--- src/rtl/adc_packer_pkg.sv ---
// Shared types and stamp-field width helpers for the ADC frame packer.
package adc_packer_pkg;

  typedef enum logic {IDLE, EMIT} state_t;
  typedef enum logic {MODE_ALL, MODE_SINGLE} mode_t;

  // Channel index needs at least one bit even with a single channel.
  function automatic int ch_idx_w(input int num_ch);
    return (num_ch <= 1) ? 1 : $clog2(num_ch);
  endfunction

  function automatic int seq_w(input int num_ch, input int cnt_w);
    return cnt_w - ch_idx_w(num_ch);
  endfunction

endpackage

--- src/rtl/sync_fifo_fwft.sv ---
// Synchronous first-word-fall-through FIFO; head word is combinational, 0 when empty.
module sync_fifo_fwft #(
  parameter int WIDTH = 32,
  parameter int DEPTH = 16,
  localparam int AW = (DEPTH > 1) ? $clog2(DEPTH) : 1,
  localparam int LW = $clog2(DEPTH) + 1
) (
  input  logic             clk,
  input  logic             reset,
  input  logic             wr_en,
  input  logic [WIDTH-1:0] wr_data,
  input  logic             rd_en,
  output logic [WIDTH-1:0] rd_data,
  output logic [LW-1:0]    level,
  output logic             empty,
  output logic             full
);

  logic [WIDTH-1:0] mem [DEPTH];
  logic [AW-1:0]    wr_ptr, rd_ptr;
  logic             do_wr, do_rd;

  assign empty   = (level == '0);
  assign full    = (level == LW'(DEPTH));
  assign do_wr   = wr_en && !full;
  assign do_rd   = rd_en && !empty;
  assign rd_data = empty ? '0 : mem[rd_ptr];

  function automatic logic [AW-1:0] ptr_inc(input logic [AW-1:0] p);
    return (p == AW'(DEPTH - 1)) ? '0 : p + 1'b1;
  endfunction

  always_ff @(posedge clk) begin
    if (do_wr) mem[wr_ptr] <= wr_data;
  end

  always_ff @(posedge clk) begin
    if (reset) begin
      wr_ptr <= '0;
      rd_ptr <= '0;
      level  <= '0;
    end else begin
      if (do_wr) wr_ptr <= ptr_inc(wr_ptr);
      if (do_rd) rd_ptr <= ptr_inc(rd_ptr);
      case ({do_wr, do_rd})
        2'b10:   level <= level + 1'b1;
        2'b01:   level <= level - 1'b1;
        default: level <= level;
      endcase
    end
  end

endmodule

--- src/rtl/adc_frame_packer.sv ---
// Snapshots all channels on a tick and serialises stamped words {ch_idx, seq, data}
// into a FWFT FIFO; frames are admitted whole or dropped with a sticky overflow flag.
module adc_frame_packer
  import adc_packer_pkg::*;
#(
  parameter int NUM_CH     = 2,
  parameter int DATA_W     = 24,
  parameter int CNT_W      = 8,
  parameter int FIFO_DEPTH = 16,
  localparam int CH_IDX_W  = ch_idx_w(NUM_CH),
  localparam int SEQ_W     = seq_w(NUM_CH, CNT_W),
  localparam int LVL_W     = $clog2(FIFO_DEPTH) + 1,
  localparam int WORD_W    = CNT_W + DATA_W
) (
  input  logic                     clk,
  input  logic                     reset,
  input  logic                     tick_i,
  input  logic [NUM_CH*DATA_W-1:0] data_i,
  input  logic                     mode_i,
  input  logic [CH_IDX_W-1:0]      ch_sel_i,
  input  logic                     rd_en_i,
  input  logic                     clear_ovf_i,
  output logic [WORD_W-1:0]        word_o,
  output logic                     valid_o,
  output logic [LVL_W-1:0]         level_o,
  output logic                     overflow_o,
  output logic                     busy_o
);

  state_t                         state_q, state_d;
  mode_t                          mode_q;
  logic [NUM_CH-1:0][DATA_W-1:0]  data_q;
  logic [SEQ_W-1:0]               seq_cnt, seq_q;
  logic [CH_IDX_W-1:0]            sel_q, emit_idx, cur_ch;
  logic [LVL_W-1:0]               need;
  logic [WORD_W-1:0]              wr_word;
  logic                           accept, drop, wr_en, last_word;
  logic                           fifo_empty, fifo_full;

  assign busy_o  = (state_q == EMIT);
  assign valid_o = !fifo_empty;
  assign cur_ch  = (mode_q == MODE_SINGLE) ? sel_q : emit_idx;
  assign wr_word = {cur_ch, seq_q, data_q[cur_ch]};

  always_ff @(posedge clk) begin
    if (reset) state_q <= IDLE;
    else       state_q <= state_d;
  end

  // Space for the whole frame is reserved at the tick, so EMIT never stalls.
  always_comb begin
    state_d   = state_q;
    accept    = 1'b0;
    drop      = 1'b0;
    wr_en     = 1'b0;
    need      = mode_i ? LVL_W'(1) : LVL_W'(NUM_CH);
    last_word = (mode_q == MODE_SINGLE) || (emit_idx == CH_IDX_W'(NUM_CH - 1));
    case (state_q)
      IDLE: begin
        if (tick_i) begin
          if (LVL_W'(FIFO_DEPTH) - level_o >= need) begin
            accept  = 1'b1;
            state_d = EMIT;
          end else begin
            drop = 1'b1;
          end
        end
      end
      EMIT: begin
        wr_en = 1'b1;
        drop  = tick_i;
        if (last_word) state_d = IDLE;
      end
      default: state_d = IDLE;
    endcase
  end

  always_ff @(posedge clk) begin
    if (reset) begin
      seq_cnt    <= '0;
      seq_q      <= '0;
      data_q     <= '0;
      mode_q     <= MODE_ALL;
      sel_q      <= '0;
      emit_idx   <= '0;
      overflow_o <= 1'b0;
    end else begin
      if (tick_i) seq_cnt <= seq_cnt + 1'b1;
      if (accept) begin
        data_q   <= data_i;
        mode_q   <= mode_t'(mode_i);
        sel_q    <= (32'(ch_sel_i) < NUM_CH) ? ch_sel_i : '0;
        seq_q    <= seq_cnt;
        emit_idx <= '0;
      end else if (wr_en) begin
        emit_idx <= emit_idx + 1'b1;
      end
      if (drop)             overflow_o <= 1'b1;
      else if (clear_ovf_i) overflow_o <= 1'b0;
    end
  end

  sync_fifo_fwft #(.WIDTH(WORD_W), .DEPTH(FIFO_DEPTH)) u_fifo (
    .clk     (clk),
    .reset   (reset),
    .wr_en   (wr_en && !fifo_full),
    .wr_data (wr_word),
    .rd_en   (rd_en_i),
    .rd_data (word_o),
    .level   (level_o),
    .empty   (fifo_empty),
    .full    (fifo_full)
  );

endmodule
--- config.mk ---
export PLATFORM = sky130hd
export DESIGN_NAME = adc_frame_packer
export DESIGN_NICKNAME = d
export VERILOG_FILES = /design/src/rtl/adc_packer_pkg.sv /design/src/rtl/sync_fifo_fwft.sv /design/src/rtl/adc_frame_packer.sv
export SDC_FILE = /design/constraint.sdc
export NUM_CORES = 1
export LEC_CHECK = 0
export CORE_MARGIN = 2
export CORE_UTILIZATION = 35
export DETAILED_ROUTE_END_ITERATION = 6
export PLACE_DENSITY_LB_ADDON = 0.2
export SETUP_SLACK_MARGIN = 0.2
export SLEW_MARGIN = 20
export SYNTH_ARGS = -nofsm -noshare
export SYNTH_HDL_FRONTEND = slang
export SYNTH_SLANG_ARGS = --single-unit
--- constraint.sdc ---
create_clock -name clk -period 4.3 [get_ports clk]
set_input_delay 0.86 -clock clk [delete_from_list [all_inputs] [get_ports clk]]
set_output_delay 0.86 -clock clk [all_outputs]
set_load 0.005 [all_outputs]
==> key figures <==
Outcome
  • Status: complete, no violations

Yosys
  • EDFF count, synth: 512
  • Post-Syn Area: 0.0230 mm^2
  • Fraction of synthesized cell area taken by the top area cell type: 0.668
  • Count leader, synth: edfxtp_1
  • Ys Warns: 0
  • Top FF cell, synth: edfxtp_1
  • Ranking of synthesized cells by area: edfxtp_1 (67%), mux4_2 (13%), dfxtp_1 (7.3%)
  • Net Count, Synth: 1301
  • Post-synthesis cell count: 1233
  • Syn Area/Cell: 18.7 um^2
  • Largest area contributor in the netlist: edfxtp_1
  • Sequential area share after synthesis: 0.741
  • Async S/R FF share, synth: 0
  • Count of cell types in the netlist: 39
  • Top post-synthesis cells by count: edfxtp_1 (512), mux4_2 (128), nand2_1 (128), dfxtp_1 (84), a21oi_1 (71)
  • Yosys reg bits: 596

Timing
  • Slew HR: 0.282
  • Measured slew at the worst slew-check pin: 1.06 ns
  • Setup_tns: 0 ns
  • Layout Skew: 0.0231 ns
  • Final period util: 0.912
  • Period minus WS final: 3.92 ns
  • Final Hold Viols: 0
  • RSZ-0062 raised after global routing: no
  • Max Freq: 255 MHz
  • Pins Over Slew Limit: 0
  • Final setup viols: 0

Setup path
  • R2R setup slack: 0.79 ns
  • Startpoint types: register
  • WS Path Type: reg2out
  • WP data required: 3.44 ns
  • Peak fanout along the critical path: 14
  • Critical path arrival: 3.06 ns
  • CP Capture Type: output pin
  • RR Startpoint: u_fifo.level[2]$_SDFFE_PP0P_
  • Setup crit start: u_fifo.level[2]$_SDFFE_PP0P_

Floorplanning
  • Starting Density: 0.352
  • Die width: 260 um
  • Die Ht: 260 um
  • DIE AREA: 0.0678 mm^2
  • FP Rows: 94
  • Top-Level Pins: 95
  • Core area: 0.0654 mm^2

Layout
  • Area of the multi-input gates: 0.00565 mm^2
  • Fin nets: 1436
  • Share of cells above drive strength 1: 0.229
  • Layout fillers: 5805
  • Area growth syn-to-layout: 19.4%
  • FF+latch area: 0.0171 mm^2
  • Number of diodes: 0

Drt
  • Via density: 5.06
  • Top Metal Used: met4
  • DRT met1 WL: 24900 um
  • Via count: 11600
  • ANT nets after route: 0
  • Total wire length: 54000 um
  • Routed length on met3: 2180 um
  • DR iter-0 viols: 862
  • Drt drc: 0
  • Pre-Repair DR Iteration Count: 5
  • Met2 wire len: 25900 um
  • DR WL/cell: 23.6 um

Power and ir drop
  • Pwr Density: 599 mW/mm^2
  • Pint: 0.0119 W
  • Comb power frac: 0.238
  • Peak VDD IR: 0.417 mV
  • Net Sw Power: 0.00452 W
  • Clock power frac: 0.336
  • Sw frac: 0.275
  • P_leak: 8.68 nW
  • Final Power: 0.0164 W
  • Share of power burned in registers: 0.427

Clocking
  • CTS tree: built
  • Clock Latency Late Sink: 0.60 ns
  • H-tree depth: 3
  • Inserted Clock Buffers: 66
  • CTS Sinks: 596
  • Cts hold-fix bufs: 0
  • Max Root-Sink Buffers: 3
  • Reg clk slew, reported paths: 0.05 ns
  • Root Driver: clkbuf_16

Placement
  • Hpwl dp: 30600 um
  • Placer Congestion: 0.738
  • PortBufs: 94

Hold path
  • Worst Hold Class: reg2reg
  • Hold path start: data_q[17]$_SDFFE_PP0P_

Global route
  • Vias in the first global route: 12000
  • Total global routing overflow: 0
  • First-pass GRT wire length: 79800 um
  • Initial antenna violation count: 0
  • Largest net degree at the start of global routing: 66
  • Gr usage total: 0.162

Job
  • Maxcap violations: 0
through the flow:
stage	area [um^2]	utilization	cells	setup slack [ns]	hold slack [ns]
after global routing	27500	0.420	2285	0.204	0.466
after detailed placement	25300	0.387	2162	0.667	0.443
after floorplan	23000	-	1233	1.25	0.433
after CTS	27500	0.420	2285	0.238	0.451
after global placement	25300	0.387	2162	0.720	0.439
final	27500	0.420	2285	0.380	0.450
flip-flops by register name, indices dropped and copies added, names as in the netlist, named ones only:
name,flops
seq_cnt,7
u_fifo.rd_ptr,4
busy_o,1
mode_q,1
emit_idx,1
u_fifo.wr_ptr,4
seq_q,7
u_fifo.mem,512
sel_q,1
u_fifo.level,5
overflow_o,1
data_q,48
placed cells by master (no fill, tap or decap), types with 11 or more instances in the layout:
cell,synthesis,layout
buf_12,0,15
clkdlybuf4s50_1,0,93
and2_2,0,16
o22ai_1,32,31
nand2_1,128,127
clkbuf_1,39,15
ha_1,13,13
nor2_1,16,16
inv_1,11,11
dfxtp_1,84,79
mux2i_1,67,66
clkbuf_16,0,67
mux4_2,128,128
edfxtp_1,512,512
buf_4,2,27
mux2_2,24,24
clkinv_2,0,12
a21oi_1,71,71
cell families (layout without fill, tap and decap cells):
logic type      count (synthesis)  count (layout)  synth area share
compound gates                120             120            0.0293
xor+xnor                       14              14           0.00533
fa+ha+maj                      13              13           0.00707
buf+inv                        83             271            0.0157
flops                         596             596             0.741
mux                           219             219             0.166
simple gates                  188             188            0.0353
per-layer routing:
layer / vias to the layer above / GRT usage
met2: 243 / 0.262
li1: 5168 / -
met3: 79 / 0.0318
met1: 6065 / 0.226
met5: - / 0
met4: 0 / 0.0438
critical path: stages (launching register included):
cell and delay [ns]:
dfxtp_1 0.53, nor2_1 0.14, and2_1 0.20, ha_1 0.23
or2_4 0.37, o22ai_1 0.40, clkdlybuf4s50_1 0.61
power groups by stage:
stage / logic, W / clock network [W] / registers (W)
2_1_floorplan: 0.00238 / 0 / 0.00705
3_5_place_dp: 0.00391 / 0 / 0.00716
3_3_place_gp: 0.00388 / 0 / 0.00715
6_report: 0.00391 / 0.00552 / 0.00701
5_1_grt: 0.00429 / 0.00589 / 0.00704
4_1_cts: 0.00400 / 0.00566 / 0.00701
final timing paths:
path | cells after the start | end
worst min-delay path | 2 | data_q[17]$_SDFFE_PP0P_
worst max register to register | 11 | u_fifo.level[4]$_SDFFE_PP0P_
worst min register to register | 2 | data_q[17]$_SDFFE_PP0P_
worst max-delay path | 6 | word_o[17]
repair_timing:
action / CTS / global route
gates resized for setup: 5 / 3
buffers inserted: 2 / 0
endpoints found under the setup margin: 24 / 21
area by class of cell:
cell class	count	share of cell area
clock buffers	89	0.0666
repair buffers	139	0.0542
multi-input cells	554	0.206
flip-flops and latches	596	0.622
well taps	864	0.0394
clock inverters	32	0.0110
inverters	11	0.00150
Note: power is estimated with default switching activity, not from simulation.
==> RTL change, RTL diff (same flow settings) <==
Reset style: asynchronous (`reset`), changed in 3 clocked blocks. Comments in the files are not updated.
--- a/src/rtl/sync_fifo_fwft.sv
+++ b/src/rtl/sync_fifo_fwft.sv
@@ -36,3 +36,3 @@
 
-  always_ff @(posedge clk) begin
+  always_ff @(posedge clk or posedge reset) begin
     if (reset) begin
--- a/src/rtl/adc_frame_packer.sv
+++ b/src/rtl/adc_frame_packer.sv
@@ -44,3 +44,3 @@
 
-  always_ff @(posedge clk) begin
+  always_ff @(posedge clk or posedge reset) begin
     if (reset) state_q <= IDLE;
@@ -77,3 +77,3 @@
 
-  always_ff @(posedge clk) begin
+  always_ff @(posedge clk or posedge reset) begin
     if (reset) begin
Function: differs if reset is asserted again (counterexample within 4 cycles, from zero or initial values and one cycle with reset high); with reset held inactive, the same outputs for 4 cycles.
==> RTL change against the unedited design <==
Utilization grew 0.51 points; sequential power is 27% higher; worst setup slack got worse by 120 ps; area after synthesis up 1.9%; largest cell class unchanged; critical path type unchanged; sequential cell count decreased by 4; power is 30% higher; design area up 2.3%; wire length rose by 6.0%; clock skew down 3.7 ps.
==> RTL change: results (changes against the unedited design) <==
metric	value	unit	change
wl_met1	27080	um	+8.9%
nets	1461		+1.7%
postPlaceCellArea	25760	um2	+1.9%
grt_use_total	16.57	%	+0.33 points
regToRegSetupSlack	1010	ps	+220 ps
route.met3.wl	2587	um	+19%
worstRegToRegCells	9		-2
crit_start	u_fifo.level[0]		
tightest_slew	1022	ps	-33.62 ps
via_per_inst	5.198		+2.8%
yosys-top-cells-area	edfxtp_1 (66%), dfrtp_1 (8.5%), mux4_2 (6.8%), mux2i_1 (5.2%), mux2_2 (3.8%)		
cts_resized	12		+7
outcome	finished clean		
power_leakage	9.740	nW	+12%
synthArstFlopShare	13.51	%	+14 points
path_delay_family	buffers and inverters		
synth_xor_area_share	0.6670	%	+0.13 points
initialDrtViolationCount	1021		+18%
peakVddDrop	0.3512	mV	-16%
wl_met2	26580	um	+2.6%
ys_seq_area_share	74.11	%	about the same
synth_mux_area_share	16.33	%	-0.28 points
grt_max_degree	55		-17%
p_comb_share	32.6	%	+8.8 points
dp_hpwl	32220	um	+5.2%
pre_cts_slack	507.3	ps	-159.4 ps
gp_congestion	0.7206		-2.3%
cts_setup_buffers	3		+1
synthAdderAreaFrac	0.7471	%	+0.040 points
crit_path_end	word_o[10]		
worstPathArrival	3180	ps	+120 ps
grt_pass1_wl	83590	um	+4.8%
synth.net_count	1295		-0.46%
synth_compound_area_share	4.066	%	+1.1 points
critPathMaxStageDelay	560	ps	-50 ps
yosys-top-cells-count	edfxtp_1 (512), mux2i_1 (122), dfrtp_1 (80)		
ys_types	46		+18%
grt_use_met1	24.18	%	+1.6 points
hold_depth	1		-1
n_fill_cell	5820		+0.26%
drive_above_1_share	24.65	%	+1.7 points
==> RTL change: cell types whose count changed after synthesis, sizes merged, moves of 12 or more <==
cell    delta
a21oi     -61
a221oi    +15
a22oi     +35
clkbuf    -17
dfrtp     +80
dfxtp     -84
mux2      +63
mux2i     +55
mux4      -57
nand2     -98
o211ai    +12
o21ai     +33
o22ai     -31
==> RTL change: per-stage QoR <==
stage          hold WS [ps]  utilization, %  total power, W  std cells
2_1_floorplan         436.2               -         0.01302       1226
3_3_place_gp          456.7           38.97         0.01582       2171
3_5_place_dp          466.8           38.97         0.01597       2171
4_1_cts               474.1           42.29         0.02161       2295
5_1_grt               495.2           42.51         0.02245       2308
6_report              473.4           42.51         0.02137       2309
==> RTL change: layout make-up <==
cell class	instances	area [um2]	area share [%]
sequential	592	17390	61.88
clock inverter	33	271.5	0.9663
timing repair buffer	162	1708	6.078
clock buffer	88	1849	6.581
antenna	1	2.502	0.008906
inverter	13	51.30	0.1826
multi-input combinational	556	5747	20.45
tap	864	1081	3.847
